## src/rtl/seq_101_frame_tx_pkg.sv

```systemverilog
// Shared definitions for the "101" marker line: state codes used by the
// frame transmitter (and by the matching 101 detector for its A..D codes).
package seq_101_frame_tx_pkg;

  localparam logic [1:0] S_IDLE = 2'b00;
  localparam logic [1:0] S_PRE  = 2'b01;
  localparam logic [1:0] S_DATA = 2'b10;
  localparam logic [1:0] S_GAP  = 2'b11;

  typedef enum logic [1:0] {
    ST_IDLE = S_IDLE,
    ST_PRE  = S_PRE,
    ST_DATA = S_DATA,
    ST_GAP  = S_GAP
  } tx_state_t;

  // Largest of three phase lengths; sizes the shared down-counter.
  function automatic int max3(input int a, input int b, input int c);
    int m;
    m = a;
    if (b > m) m = b;
    if (c > m) m = c;
    return m;
  endfunction

endpackage

```

## src/rtl/seq_101_frame_tx_piso.sv

```systemverilog
// Parallel-in serial-out register: parallel load wins over shift,
// shifts left with zero fill, MSB is the serial output.
module piso_shift #(
  parameter int W = 8
) (
  input  logic         clk,
  input  logic         Reset,
  input  logic         load,
  input  logic         shift_en,
  input  logic [W-1:0] d,
  output logic         q_msb
);

  logic [W-1:0] sr;

  // Capture a new word on load, otherwise move the next bit up to the MSB.
  always_ff @(posedge clk or negedge Reset) begin
    if (!Reset) begin
      sr <= '0;
    end else if (load) begin
      sr <= d;
    end else if (shift_en) begin
      sr <= sr << 1;
    end
  end

  assign q_msb = sr[W-1];

endmodule

```

## src/rtl/seq_101_frame_tx.sv

```systemverilog
// Serial frame transmitter: preamble, MSB-first payload, then idle-low gap.
// All outputs are decoded from registered state, counter and shift register.
module seq_101_frame_tx
  import seq_101_frame_tx_pkg::*;
#(
  parameter int               DATA_W   = 8,
  parameter int               PRE_W    = 3,
  parameter logic [PRE_W-1:0] PREAMBLE = 3'b101,
  parameter int               GAP      = 2
) (
  input  logic              clk,
  input  logic              Reset,
  input  logic [DATA_W-1:0] data_in,
  input  logic              load,
  output logic              ready,
  output logic              w,
  output logic              busy,
  output logic              done
);

  localparam int CNT_W = $clog2(max3(PRE_W, DATA_W, GAP)) + 1;

  tx_state_t        state, next_state;
  logic [CNT_W-1:0] cnt, next_cnt;
  logic             accept;
  logic             shift_en;
  logic             data_bit;
  logic [PRE_W-1:0] pre_shifted;

  assign accept   = load && ready;
  assign shift_en = (state == ST_DATA);

  piso_shift #(.W(DATA_W)) u_piso (
    .clk      (clk),
    .Reset    (Reset),
    .load     (accept),
    .shift_en (shift_en),
    .d        (data_in),
    .q_msb    (data_bit)
  );

  // State and phase counter; reset abandons any frame in flight.
  always_ff @(posedge clk or negedge Reset) begin
    if (!Reset) begin
      state <= ST_IDLE;
      cnt   <= '0;
    end else begin
      state <= next_state;
      cnt   <= next_cnt;
    end
  end

  // Phase sequencing: each phase counts down to zero, then reloads for the next.
  always_comb begin
    next_state = state;
    next_cnt   = cnt;
    case (state)
      ST_IDLE: begin
        if (load) begin
          next_state = ST_PRE;
          next_cnt   = CNT_W'(PRE_W - 1);
        end
      end
      ST_PRE: begin
        if (cnt == '0) begin
          next_state = ST_DATA;
          next_cnt   = CNT_W'(DATA_W - 1);
        end else begin
          next_cnt = cnt - 1'b1;
        end
      end
      ST_DATA: begin
        if (cnt == '0) begin
          next_state = ST_GAP;
          next_cnt   = CNT_W'(GAP - 1);
        end else begin
          next_cnt = cnt - 1'b1;
        end
      end
      ST_GAP: begin
        if (cnt == '0) begin
          next_state = ST_IDLE;
        end else begin
          next_cnt = cnt - 1'b1;
        end
      end
      default: begin
        next_state = ST_IDLE;
        next_cnt   = '0;
      end
    endcase
  end

  assign pre_shifted = PREAMBLE >> cnt;

  // Output decode: line level per phase plus handshake and status flags.
  always_comb begin
    w     = 1'b0;
    ready = 1'b0;
    busy  = 1'b0;
    done  = 1'b0;
    case (state)
      ST_IDLE: ready = 1'b1;
      ST_PRE: begin
        w    = pre_shifted[0];
        busy = 1'b1;
      end
      ST_DATA: begin
        w    = data_bit;
        busy = 1'b1;
      end
      ST_GAP: begin
        busy = 1'b1;
        done = (cnt == CNT_W'(GAP - 1));
      end
      default: w = 1'b0;
    endcase
  end

endmodule
```

## config.mk

```make
export PLATFORM = sky130hd
export DESIGN_NAME = seq_101_frame_tx
export DESIGN_NICKNAME = d
export VERILOG_FILES = /design/src/rtl/seq_101_frame_tx_pkg.sv /design/src/rtl/seq_101_frame_tx_piso.sv /design/src/rtl/seq_101_frame_tx.sv
export SDC_FILE = /design/constraint.sdc
export NUM_CORES = 1
export LEC_CHECK = 0
export BUFFER_PORTS_ARGS = -buffer_cell sky130_fd_sc_hd__buf_2
export CAP_MARGIN = 20
export CORE_AREA = 2 2 46 48
export DETAILED_ROUTE_END_ITERATION = 12
export DIE_AREA = 0 0 48 50
export PLACE_DENSITY = 0.7
export SLEW_MARGIN = 15
export SYNTH_ARGS = -nofsm -noshare
export SYNTH_HDL_FRONTEND = slang
export SYNTH_SLANG_ARGS = --single-unit
```

## constraint.sdc

```tcl
create_clock -name clk -period 1.65 [get_ports clk]
set_clock_uncertainty 0.05 [all_clocks]
set_input_delay 0.33 -clock clk [delete_from_list [all_inputs] [get_ports clk]]
set_output_delay 0.33 -clock clk [all_outputs]
set_load 0.02 [all_outputs]
```

==> run_summary.xml, run 1 <==
<?xml version="1.0" encoding="UTF-8"?>
<metrics>
  <group name="logic_synthesis">
    <metric name="yosysWarningCount" unit="">0</metric>
    <metric name="synth.top_cell.area_share" unit="%">40.0</metric>
    <metric name="dominantRegCellSynth" unit="">sky130_fd_sc_hd__dfrtp_1</metric>
    <metric name="sequential_area_share_after_synthesis" unit="%">40.0</metric>
    <metric name="postSynth.asyncResetShare" unit="%">100</metric>
    <metric name="netlist_instances" unit="">87</metric>
    <metric name="syn_area" unit="sq um">876</metric>
    <metric name="synth-edff-count" unit="">0</metric>
    <metric name="mappedNetlistNets" unit="">104</metric>
    <metric name="yosysMostFrequentCell" unit="">sky130_fd_sc_hd__dfrtp_1</metric>
    <metric name="top_cells_by_area_synth" unit="">sky130_fd_sc_hd__dfrtp_1, sky130_fd_sc_hd__ha_1, sky130_fd_sc_hd__mux2i_1</metric>
    <metric name="yosys-top-cells-count" unit="">sky130_fd_sc_hd__dfrtp_1, sky130_fd_sc_hd__nand2_1, sky130_fd_sc_hd__o21ai_0</metric>
    <metric name="synth_seq_cells" unit="">14</metric>
    <metric name="synth.distinct_cells" unit="">36</metric>
    <metric name="post-synth-top-area-cell" unit="">sky130_fd_sc_hd__dfrtp_1</metric>
    <metric name="avgSynthCellArea" unit="sq um">10.1</metric>
  </group>
  <group name="placement">
    <metric name="hpwlAfterDp" unit="um">1350</metric>
    <metric name="place.port_buffers" unit="">14</metric>
    <metric name="place_congestion" unit="">0.899</metric>
    <metric name="pre_cts_ws" unit="ns">-0.0287</metric>
    <metric name="total_cell_area_at_the_placement_stage" unit="sq mm">0.00100</metric>
  </group>
  <group name="run_status">
    <metric name="status" unit="">complete, but fails checks</metric>
    <metric name="violations_in_the_final_reports" unit="">negative setup slack</metric>
  </group>
  <group name="global_route">
    <metric name="track_usage" unit="%">20.0</metric>
    <metric name="grt_pass1_wl" unit="um">3400</metric>
    <metric name="grt_start_max_net_pins" unit="">17</metric>
    <metric name="overflow_after_grt" unit="">0</metric>
    <metric name="initial_antenna_violation_count" unit="">0</metric>
    <metric name="number_of_global_route_vias_before_repair" unit="">764</metric>
  </group>
  <group name="setup_path">
    <metric name="critPathCaptureType" unit="">primary output</metric>
    <metric name="critical_path_required" unit="ns">1.27</metric>
    <metric name="cp_data_arrival_time" unit="ns">1.40</metric>
    <metric name="timing.critical_path.from_type" unit="">flip-flop</metric>
    <metric name="cp_max_fo" unit="">3</metric>
    <metric name="crit_path_category" unit="">flip-flop to primary output</metric>
  </group>
  <group name="timing">
    <metric name="hold_viol" unit="">0</metric>
    <metric name="fmaxAchievable" unit="GHz">0.562</metric>
    <metric name="timing.setup.tns" unit="ns">-0.327</metric>
    <metric name="timing.final.ws_setup" unit="ns">-0.130</metric>
    <metric name="timing.final.crit_period" unit="ns">1.78</metric>
    <metric name="slew-limit-headroom" unit="%">78.0</metric>
    <metric name="part_of_the_cycle_the_worst_path_needs" unit="%">108</metric>
    <metric name="finalSetupViolCount" unit="">6</metric>
    <metric name="rsz_0062_raised_after_global_routing" unit="">yes</metric>
    <metric name="tightestPinTransition" unit="ns">0.330</metric>
    <metric name="finalMaxSlewViolations" unit="">0</metric>
  </group>
  <group name="drt">
    <metric name="drt_wl_cell" unit="um">15.6</metric>
    <metric name="wire_length_reported_by_the_detailed_router" unit="um">2300</metric>
    <metric name="route.vias.total" unit="">802</metric>
    <metric name="drt_first_iter_violations" unit="">23</metric>
    <metric name="antenna_left" unit="">0</metric>
    <metric name="drt-vias-per-instance" unit="">5.42</metric>
    <metric name="post-route-drc-count" unit="">0</metric>
    <metric name="drt_pre_antenna_iters" unit="">4</metric>
  </group>
  <group name="layout">
    <metric name="layout-area-overhead-vs-synth" unit="%">46.3</metric>
    <metric name="final_layout_size_suffix_gt1_share" unit="%">49.6</metric>
    <metric name="design_area" unit="sq mm">0.00128</metric>
    <metric name="design.final.nets" unit="">139</metric>
    <metric name="insertedDiodeCount" unit="">0</metric>
    <metric name="nFillCells" unit="">148</metric>
  </group>
  <group name="cts">
    <metric name="clock_sink_count" unit="">14</metric>
    <metric name="ctsHtreeMaxLevel" unit="">1</metric>
    <metric name="clk_latency" unit="ns">0.28</metric>
    <metric name="cts_tree" unit="">built</metric>
    <metric name="cts_max_path_buffers" unit="">2</metric>
    <metric name="numCtsBuffers" unit="">3</metric>
    <metric name="clkSlewWorstSetupHoldPaths" unit="ns">0.09</metric>
    <metric name="clock_tree.root_cell" unit="">sky130_fd_sc_hd__clkbuf_4</metric>
  </group>
  <group name="die">
    <metric name="die_height" unit="um">50</metric>
    <metric name="fp.dieArea" unit="sq mm">0.00240</metric>
    <metric name="std_cell_rows" unit="">16</metric>
    <metric name="start_util" unit="%">46.1</metric>
    <metric name="fp.dieW" unit="um">48</metric>
    <metric name="core_area" unit="sq mm">0.00190</metric>
    <metric name="design.portCount" unit="">15</metric>
  </group>
  <group name="flow_run">
    <metric name="max_cap_violations" unit="">0</metric>
  </group>
  <group name="min_path">
    <metric name="hold_class" unit="">input pin to flip-flop</metric>
  </group>
  <group name="power_and_ir_drop">
    <metric name="peakVddDrop" unit="mV">1.30</metric>
    <metric name="p_leak" unit="nW">0.576</metric>
    <metric name="powerDensity" unit="mW/mm^2">2300</metric>
  </group>
</metrics>
-- worst paths after layout --
check / from / end / slack (ns) / cells past startpoint
setup / recovery: state[0] / w / -0.13 / 5
hold / removal: data_in[0] / u_piso.sr[0] / 0.19 / 3
setup reg to reg: state[0] / state[1] / -0.05 / 7
hold reg to reg: u_piso.sr[0] / u_piso.sr[0] / 0.50 / 2
max in group asynchronous: Reset / state[1] / 0.87 / 2
min in group asynchronous: Reset / cnt[1] / 0.42 / 2
-- layer usage --
metal / share of wire [%] / wire, um / track usage, % / up-vias
met4: 1.8 / 42 / 10.4 / 0
met3: 3.8 / 88 / 4.03 / 6
met5: 0 / 0 / 0 / -
li1: - / - / - / 381
met2: 51 / 1180 / 31.8 / 28
met1: 43 / 993 / 24.5 / 387
-- kinds of logic (layout without fill, tap and decap cells) --
kind of cell | after synthesis | count (layout) | synth area share (%)
fa+ha+maj | 6 | 6 | 8.57
compound gates | 22 | 22 | 16.6
mux | 9 | 9 | 11.0
buf+inv | 10 | 44 | 4.57
simple gates | 26 | 26 | 19.3
flops | 14 | 14 | 40.0
-- critical path, stage by stage (launching register included) --
cell                      delay, ns
sky130_fd_sc_hd__dfrtp_1       0.44
sky130_fd_sc_hd__buf_6         0.15
sky130_fd_sc_hd__ha_4          0.15
sky130_fd_sc_hd__a32oi_2       0.19
sky130_fd_sc_hd__nor2b_2       0.07
sky130_fd_sc_hd__buf_6         0.13
-- where the power goes --
group,switching (mW),leakage (nW),internal (mW)
combinational,0.961,0.380,1.09
sequential,0.135,0.175,0.509
clock,0.117,0.0210,0.134
total,1.21,0.576,1.73
-- layout make-up --
class	count	area, sq um	area share [%]
clock buffers	4	36.3	2.83
inverters	6	22.5	1.76
multi-input cells	63	571	44.5
flip-flops and latches	14	352	27.4
well taps	27	33.8	2.64
repair buffers	34	267	20.8
-- stage by stage --
step	utilization (%)	cells	hold slack, ns	power [mW]
finish	67.4	148	0.192	2.94
global route	67.4	148	0.198	3.12
CTS	62.8	143	0.193	2.58
detailed placement	52.7	129	0.196	1.97
global placement	52.7	129	0.195	1.92
floorplan	-	87	-0.0156	1.63
-- flip-flops by register name (all words and copies together) (netlist names) --
signal and count:
state 2, u_piso.sr 8, cnt 4
-- timing repair --
action                                  4_1_cts  5_1_grt
pin swaps                                     3        5
setup buffers                                 9        5
endpoints found under the setup margin        7       18
resized for setup                            19       15
hold endpoints to repair                     14        0
hold buffers                                  1        0
-- placed cells by master, fill, tap and decap left out, types with 3 or more instances in the layout --
master | Yosys | layout
sky130_fd_sc_hd__buf_4 | 0 | 14
sky130_fd_sc_hd__dfrtp_1 | 14 | 13
sky130_fd_sc_hd__buf_2 | 2 | 10
sky130_fd_sc_hd__buf_6 | 0 | 9
sky130_fd_sc_hd__nand2_1 | 8 | 8
sky130_fd_sc_hd__mux2i_1 | 7 | 7
sky130_fd_sc_hd__o21ai_0 | 8 | 7
sky130_fd_sc_hd__ha_4 | 0 | 4
sky130_fd_sc_hd__inv_1 | 6 | 3
sky130_fd_sc_hd__inv_2 | 0 | 3
sky130_fd_sc_hd__clkbuf_4 | 0 | 3
Note: power is estimated with default switching activity, not from simulation.
==> inputs of run 2 (changes only) <==
CELL_PAD_IN_SITES_DETAIL_PLACEMENT = 0   (was default)
CELL_PAD_IN_SITES_GLOBAL_PLACEMENT = 1   (was default)
CORE_AREA = 2 2 52 54   (was 2 2 46 48)
DIE_AREA = 0 0 54 56   (was 0 0 48 50)
PLACE_DENSITY = default   (was 0.7)
PLACE_DENSITY_LB_ADDON = 0.1   (was default)
SLEW_MARGIN = 30   (was 15)
==> run 2 against run 1 <==
  * The run still ends with negative setup slack left
  * Sequential share of layout area is essentially flat
  * Routed wire length shrank 1.9%
  * Combinational power is essentially flat
  * Global-route usage shrank 4.0 points
  * First-iteration DRC count shrank 61%
  * Total power shrank 2.2%
  * Worst hold slack gained 0.00094 ns
  * Core utilization shrank 15 points
  * Non-clock buffer count is the same
  * Via count shrank 2.0%
  * Count of clock-buffer cells in the layout shrank 1
  * Critical path type unchanged
  * Critical endpoint unchanged
  * Largest cell class unchanged
==> run_summary.xml, run 2 (synthesis results as in run 1) <==
<?xml version="1.0" encoding="UTF-8"?>
<metrics>
  <group name="drt">
    <metric name="drt_pre_antenna_iters" unit="">4</metric>
    <metric name="wire_length_reported_by_the_detailed_router" unit="um">2260</metric>
    <metric name="drt-vias-per-instance" unit="">5.24</metric>
    <metric name="drt_first_iter_violations" unit="">9</metric>
    <metric name="route.vias.total" unit="">786</metric>
    <metric name="post-route-drc-count" unit="">0</metric>
    <metric name="antenna_left" unit="">0</metric>
    <metric name="drt_wl_cell" unit="um">15.1</metric>
  </group>
  <group name="cts">
    <metric name="clkSlewWorstSetupHoldPaths" unit="ns">0.09</metric>
    <metric name="clk_latency" unit="ns">0.28</metric>
    <metric name="ctsHtreeMaxLevel" unit="">1</metric>
    <metric name="clock_tree.root_cell" unit="">sky130_fd_sc_hd__clkbuf_4</metric>
    <metric name="cts_tree" unit="">built</metric>
    <metric name="clock_sink_count" unit="">14</metric>
    <metric name="cts_max_path_buffers" unit="">2</metric>
    <metric name="numCtsBuffers" unit="">3</metric>
  </group>
  <group name="layout">
    <metric name="multi_input_area" unit="sq um">574</metric>
    <metric name="layout.cells.most_common_list" unit="">sky130_fd_sc_hd__buf_4, sky130_fd_sc_hd__dfrtp_1, sky130_fd_sc_hd__buf_2</metric>
    <metric name="largest_register" unit="">u_piso.sr</metric>
    <metric name="nFillCells" unit="">229</metric>
    <metric name="layout-area-overhead-vs-synth" unit="%">46.7</metric>
    <metric name="final_core_util" unit="%">52.8</metric>
    <metric name="design_area" unit="sq mm">0.00128</metric>
    <metric name="ff_latch_area" unit="sq um">353</metric>
    <metric name="insertedDiodeCount" unit="">0</metric>
    <metric name="largest_registers" unit="">u_piso.sr x8, cnt x4, state x2</metric>
    <metric name="final_common_cell" unit="">sky130_fd_sc_hd__buf_4</metric>
    <metric name="final_layout_size_suffix_gt1_share" unit="%">47.5</metric>
    <metric name="design.final.nets" unit="">139</metric>
    <metric name="largest_register_ff_count" unit="">8</metric>
  </group>
  <group name="run_status">
    <metric name="violations_in_the_final_reports" unit="">negative setup slack</metric>
    <metric name="status" unit="">complete, but fails checks</metric>
  </group>
  <group name="power_and_ir_drop">
    <metric name="power.share.sequential" unit="%">22.6</metric>
    <metric name="power.internal" unit="mW">1.70</metric>
    <metric name="post-layout-total-power" unit="mW">2.88</metric>
    <metric name="peakVddDrop" unit="mV">1.10</metric>
    <metric name="netSwitchingPower" unit="mW">1.18</metric>
    <metric name="switching_share" unit="%">41.0</metric>
    <metric name="clock_power_share" unit="%">6.8</metric>
    <metric name="combPwrFrac" unit="%">70.6</metric>
    <metric name="p_leak" unit="nW">0.575</metric>
    <metric name="powerDensity" unit="mW/mm^2">2240</metric>
  </group>
  <group name="placement">
    <metric name="place.port_buffers" unit="">14</metric>
    <metric name="pre_cts_ws" unit="ns">-0.0343</metric>
    <metric name="total_cell_area_at_the_placement_stage" unit="sq mm">0.00102</metric>
    <metric name="hpwlAfterDp" unit="um">1340</metric>
    <metric name="place_congestion" unit="">0.775</metric>
  </group>
  <group name="flow_run">
    <metric name="max_cap_violations" unit="">0</metric>
  </group>
  <group name="setup_path">
    <metric name="crit_path_max_incr_delay" unit="ns">0.45</metric>
    <metric name="cp_max_fo" unit="">3</metric>
    <metric name="cp_cell_sequence" unit="">buf_6, ha_4, a32oi_2, nor2b_4, buf_6</metric>
    <metric name="crit_path_category" unit="">flip-flop to primary output</metric>
    <metric name="critPathCaptureType" unit="">primary output</metric>
    <metric name="timing.critical_path.from_type" unit="">flip-flop</metric>
    <metric name="cpMostUsedCell" unit="">sky130_fd_sc_hd__buf_6</metric>
    <metric name="critical_path.slowest_cell" unit="">sky130_fd_sc_hd__dfrtp_2</metric>
    <metric name="cp_data_arrival_time" unit="ns">1.41</metric>
    <metric name="critical_path_required" unit="ns">1.27</metric>
  </group>
  <group name="global_route">
    <metric name="grt_start_max_net_pins" unit="">17</metric>
    <metric name="initial_antenna_violation_count" unit="">0</metric>
    <metric name="number_of_global_route_vias_before_repair" unit="">809</metric>
    <metric name="overflow_after_grt" unit="">0</metric>
    <metric name="track_usage" unit="%">16.0</metric>
    <metric name="grt_pass1_wl" unit="um">3530</metric>
  </group>
  <group name="timing">
    <metric name="hold_viol" unit="">0</metric>
    <metric name="part_of_the_cycle_the_worst_path_needs" unit="%">108</metric>
    <metric name="whs" unit="ns">0.192</metric>
    <metric name="fmaxAchievable" unit="GHz">0.560</metric>
    <metric name="timing.final.ws_setup" unit="ns">-0.136</metric>
    <metric name="tightestPinTransition" unit="ns">0.375</metric>
    <metric name="rsz_0062_raised_after_global_routing" unit="">yes</metric>
    <metric name="finalSetupViolCount" unit="">6</metric>
    <metric name="slew-limit-headroom" unit="%">74.9</metric>
    <metric name="timing.final.crit_period" unit="ns">1.79</metric>
    <metric name="finalMaxSlewViolations" unit="">0</metric>
  </group>
  <group name="die">
    <metric name="die_height" unit="um">56</metric>
    <metric name="design.portCount" unit="">15</metric>
    <metric name="start_util" unit="%">36.0</metric>
    <metric name="core_area" unit="sq mm">0.00243</metric>
    <metric name="fp.dieW" unit="um">54</metric>
    <metric name="fp.dieArea" unit="sq mm">0.00302</metric>
    <metric name="std_cell_rows" unit="">18</metric>
  </group>
  <group name="min_path">
    <metric name="hold_class" unit="">input pin to flip-flop</metric>
  </group>
</metrics>
[run 2: path summary, 6_finish.rpt]
kind / cells past startpoint / startpoint / slack [ns] / endpoint
hold / removal: 3 / data_in[1] / 0.19 / u_piso.sr[1]
setup reg to reg: 6 / state[0] / -0.07 / cnt[2]
hold reg to reg: 2 / u_piso.sr[4] / 0.52 / u_piso.sr[5]
max in group asynchronous: 2 / Reset / 0.87 / state[0]
setup / recovery: 5 / state[1] / -0.14 / w
min in group asynchronous: 2 / Reset / 0.42 / state[1]
[run 2: area by class of cell]
type                       instances  area share [%]
clock buffer                       3            1.75
inverter                           6            1.95
multi-input combinational         63            44.7
sequential                        14            27.5
tap                               30            2.92
timing repair buffer              34            21.2
[run 2: through the flow]
step           instances  setup TNS (ns)
2_1_floorplan         87               0
3_3_place_gp         134               0
3_5_place_dp         134         -0.0422
4_1_cts              146          -0.297
5_1_grt              150           -1.12
6_report             150          -0.395
[run 2: timing repair]
action                                 4_1_cts  5_1_grt
setup endpoints to repair                    5        9
pin swaps                                    4        4
setup buffers                                8        4
gates resized for setup                     21       10
endpoints found under the hold margin       14        0
gates cloned                                 0        0
hold buffers                                 1        0
[run 2: power groups by stage]
stage | logic, mW | clock network, mW | registers (mW)
4_1_cts | 1.76 | 0.202 | 0.645
2_1_floorplan | 1.03 | 0 | 0.600
6_report | 2.03 | 0.196 | 0.650
3_5_place_dp | 1.35 | 0 | 0.625
3_3_place_gp | 1.35 | 0 | 0.623
5_1_grt | 2.22 | 0.229 | 0.677
[run 2: critical path, delay by kind of cell (launching register included)]
kind	cells	cell delay, ns
AOI/OAI and AO/OA	1	0.20
adders and majority gates	1	0.16
buffers and inverters	2	0.26
DFF	1	0.45
and+or+nand+nor	1	0.06
[run 2: layer usage]
layer  GRT usage (%)  vias up  share of wire (%)
met3            2.15        4                3.8
li1                -      379                  -
met5               0        -                  0
met1            18.9      381                 42
met2            26.3       22                 52
met4            10.0        0                2.2
==> inputs of run 3 (changes only) <==
RECOVER_POWER = 25   (was default)
==> run 3 against run 2 <==
  * Sequential power hardly changed
  * Register-to-register slack about the same
  * Final area about the same
  * The run still ends with negative setup slack left
  * Global-route usage unchanged
  * Critical path type unchanged
==> run_summary.xml, run 3 (synthesis results as in run 1) <==
<?xml version="1.0" encoding="UTF-8"?>
<metrics>
  <group name="setup_path">
    <metric name="cp_max_fo" unit="">3</metric>
    <metric name="critical_path_required" unit="ns">1.27</metric>
    <metric name="timing.critical_path.from_type" unit="">flip-flop</metric>
    <metric name="cp_data_arrival_time" unit="ns">1.41</metric>
    <metric name="crit_path_category" unit="">flip-flop to primary output</metric>
    <metric name="critPathCaptureType" unit="">primary output</metric>
  </group>
  <group name="layout">
    <metric name="finish.cell_count_without_fillers" unit="">150</metric>
    <metric name="nFillCells" unit="">229</metric>
    <metric name="largest_register_ff_count" unit="">8</metric>
    <metric name="final_common_cell" unit="">sky130_fd_sc_hd__buf_4</metric>
    <metric name="design.final.nets" unit="">139</metric>
    <metric name="final_layout_size_suffix_gt1_share" unit="%">46.7</metric>
    <metric name="multi_input_area" unit="sq um">574</metric>
    <metric name="design_area" unit="sq mm">0.00128</metric>
    <metric name="largest_register" unit="">u_piso.sr</metric>
    <metric name="insertedDiodeCount" unit="">0</metric>
    <metric name="layout-area-overhead-vs-synth" unit="%">46.6</metric>
    <metric name="largest_registers" unit="">u_piso.sr x8, cnt x4, state x2</metric>
    <metric name="ff_latch_area" unit="sq um">353</metric>
    <metric name="layout.cells.most_common_list" unit="">sky130_fd_sc_hd__buf_4, sky130_fd_sc_hd__dfrtp_1, sky130_fd_sc_hd__buf_2</metric>
  </group>
  <group name="timing">
    <metric name="timing.final.crit_period" unit="ns">1.79</metric>
    <metric name="tightestPinTransition" unit="ns">0.784</metric>
    <metric name="rsz_0062_raised_after_global_routing" unit="">yes</metric>
    <metric name="fmaxAchievable" unit="GHz">0.560</metric>
    <metric name="hold_viol" unit="">0</metric>
    <metric name="part_of_the_cycle_the_worst_path_needs" unit="%">108</metric>
    <metric name="finalMaxSlewViolations" unit="">0</metric>
    <metric name="slew-limit-headroom" unit="%">47.7</metric>
    <metric name="finalSetupViolCount" unit="">7</metric>
    <metric name="timing.final.ws_setup" unit="ns">-0.136</metric>
  </group>
  <group name="cts">
    <metric name="clock_sink_count" unit="">14</metric>
    <metric name="numCtsBuffers" unit="">3</metric>
    <metric name="cts_max_path_buffers" unit="">2</metric>
    <metric name="clkSlewWorstSetupHoldPaths" unit="ns">0.09</metric>
    <metric name="ctsHtreeMaxLevel" unit="">1</metric>
    <metric name="clock_tree.root_cell" unit="">sky130_fd_sc_hd__clkbuf_4</metric>
    <metric name="cts_tree" unit="">built</metric>
    <metric name="clk_latency" unit="ns">0.28</metric>
  </group>
  <group name="global_route">
    <metric name="number_of_global_route_vias_before_repair" unit="">809</metric>
    <metric name="track_usage" unit="%">16.0</metric>
    <metric name="initial_antenna_violation_count" unit="">0</metric>
    <metric name="grt_start_max_net_pins" unit="">17</metric>
    <metric name="grt_pass1_wl" unit="um">3530</metric>
    <metric name="overflow_after_grt" unit="">0</metric>
  </group>
  <group name="power_and_ir_drop">
    <metric name="switching_share" unit="%">41.0</metric>
    <metric name="netSwitchingPower" unit="mW">1.18</metric>
    <metric name="p_leak" unit="nW">0.572</metric>
    <metric name="combPwrFrac" unit="%">70.6</metric>
    <metric name="clock_power_share" unit="%">6.8</metric>
    <metric name="power.internal" unit="mW">1.70</metric>
    <metric name="powerDensity" unit="mW/mm^2">2240</metric>
    <metric name="post-layout-total-power" unit="mW">2.88</metric>
    <metric name="peakVddDrop" unit="mV">1.10</metric>
    <metric name="power.share.sequential" unit="%">22.6</metric>
  </group>
  <group name="drt">
    <metric name="drt_first_iter_violations" unit="">9</metric>
    <metric name="drt_wl_cell" unit="um">15.1</metric>
    <metric name="wire_length_reported_by_the_detailed_router" unit="um">2260</metric>
    <metric name="antenna_left" unit="">0</metric>
    <metric name="route.vias.total" unit="">786</metric>
    <metric name="post-route-drc-count" unit="">0</metric>
    <metric name="drt_pre_antenna_iters" unit="">4</metric>
    <metric name="drt-vias-per-instance" unit="">5.24</metric>
  </group>
  <group name="die">
    <metric name="fp.dieArea" unit="sq mm">0.00302</metric>
    <metric name="design.portCount" unit="">15</metric>
    <metric name="die_height" unit="um">56</metric>
    <metric name="std_cell_rows" unit="">18</metric>
    <metric name="core_area" unit="sq mm">0.00243</metric>
    <metric name="start_util" unit="%">36.0</metric>
    <metric name="fp.dieW" unit="um">54</metric>
  </group>
  <group name="run_status">
    <metric name="violations_in_the_final_reports" unit="">negative setup slack</metric>
    <metric name="status" unit="">complete, but fails checks</metric>
  </group>
  <group name="placement">
    <metric name="total_cell_area_at_the_placement_stage" unit="sq mm">0.00102</metric>
    <metric name="place.port_buffers" unit="">14</metric>
    <metric name="pre_cts_ws" unit="ns">-0.0343</metric>
    <metric name="hpwlAfterDp" unit="um">1340</metric>
    <metric name="place_congestion" unit="">0.775</metric>
    <metric name="placed_cells" unit="">134</metric>
  </group>
  <group name="flow_run">
    <metric name="max_cap_violations" unit="">0</metric>
  </group>
  <group name="min_path">
    <metric name="hold_class" unit="">input pin to flip-flop</metric>
  </group>
</metrics>
==> run 3: cell count changes in the layout (fill, tap and decap cells not counted), sizes merged <==
cell,previous run,this run
buf,33,32
clkbuf,3,4
==> run 3: routing by layer <==
layer  GRT usage [%]  vias up  part of all wire [%]
met3            2.15        4                   3.9
li1                -      379                     -
met2            26.3       22                    52
met4            10.0        0                   2.2
met1            18.9      381                    42
met5               0        -                     0
==> run 3: final cells by class <==
class / instances / area share, %
inverter: 6 / 1.95
sequential: 14 / 27.5
tap: 30 / 2.92
multi-input combinational: 63 / 44.7
timing repair buffer: 34 / 21.2
clock buffer: 3 / 1.75
==> run 3: power by group through the flow <==
| stage | Combinational [mW] | Clock [mW] | Sequential [mW] |
|---|---|---|---|
| 2_1_floorplan | 1.03 | 0 | 0.600 |
| 3_3_place_gp | 1.35 | 0 | 0.623 |
| 3_5_place_dp | 1.35 | 0 | 0.625 |
| 4_1_cts | 1.76 | 0.202 | 0.645 |
| 5_1_grt | 2.22 | 0.229 | 0.677 |
| 6_report | 2.03 | 0.196 | 0.650 |
==> run 3: per-stage QoR <==
| step | TNS, ns | hold slack (ns) | utilization [%] |
|---|---|---|---|
| 3_3_place_gp | 0 | 0.207 | 42.0 |
| 3_5_place_dp | -0.0422 | 0.206 | 42.0 |
| 6_report | -0.396 | 0.192 | 52.8 |
| 2_1_floorplan | 0 | -0.0156 | - |
| 4_1_cts | -0.297 | 0.196 | 49.9 |
| 5_1_grt | -1.12 | 0.204 | 52.8 |
==> run 3: what timing repair did <==
item / in CTS / in global routing
endpoints found under the hold margin: 14 / 0
pin swaps: 4 / 4
endpoints found under the setup margin: 5 / 9
hold buffers: 1 / 0
buffers inserted: 8 / 4
resized for setup: 21 / 10
==> run 3: worst max-delay path, cell delays in order, from the launching register on <==
cell                      delay, ns
sky130_fd_sc_hd__dfrtp_2       0.45
sky130_fd_sc_hd__buf_6         0.13
sky130_fd_sc_hd__ha_4          0.16
sky130_fd_sc_hd__a32oi_2       0.20
sky130_fd_sc_hd__nor2b_4       0.06
sky130_fd_sc_hd__buf_6         0.13
==> run 3: path summary, 6_finish.rpt <==
| path | from | endpoint | slack, ns | cells past startpoint |
|---|---|---|---|---|
| min | data_in[1] | u_piso.sr[1] | 0.19 | 3 |
| max | state[1] | w | -0.14 | 5 |
| min reg2reg | u_piso.sr[4] | u_piso.sr[5] | 0.52 | 2 |
| max in group asynchronous | Reset | state[0] | 0.43 | 2 |
| max reg2reg | state[0] | cnt[2] | -0.07 | 6 |
| min in group asynchronous | Reset | state[1] | 0.58 | 2 |
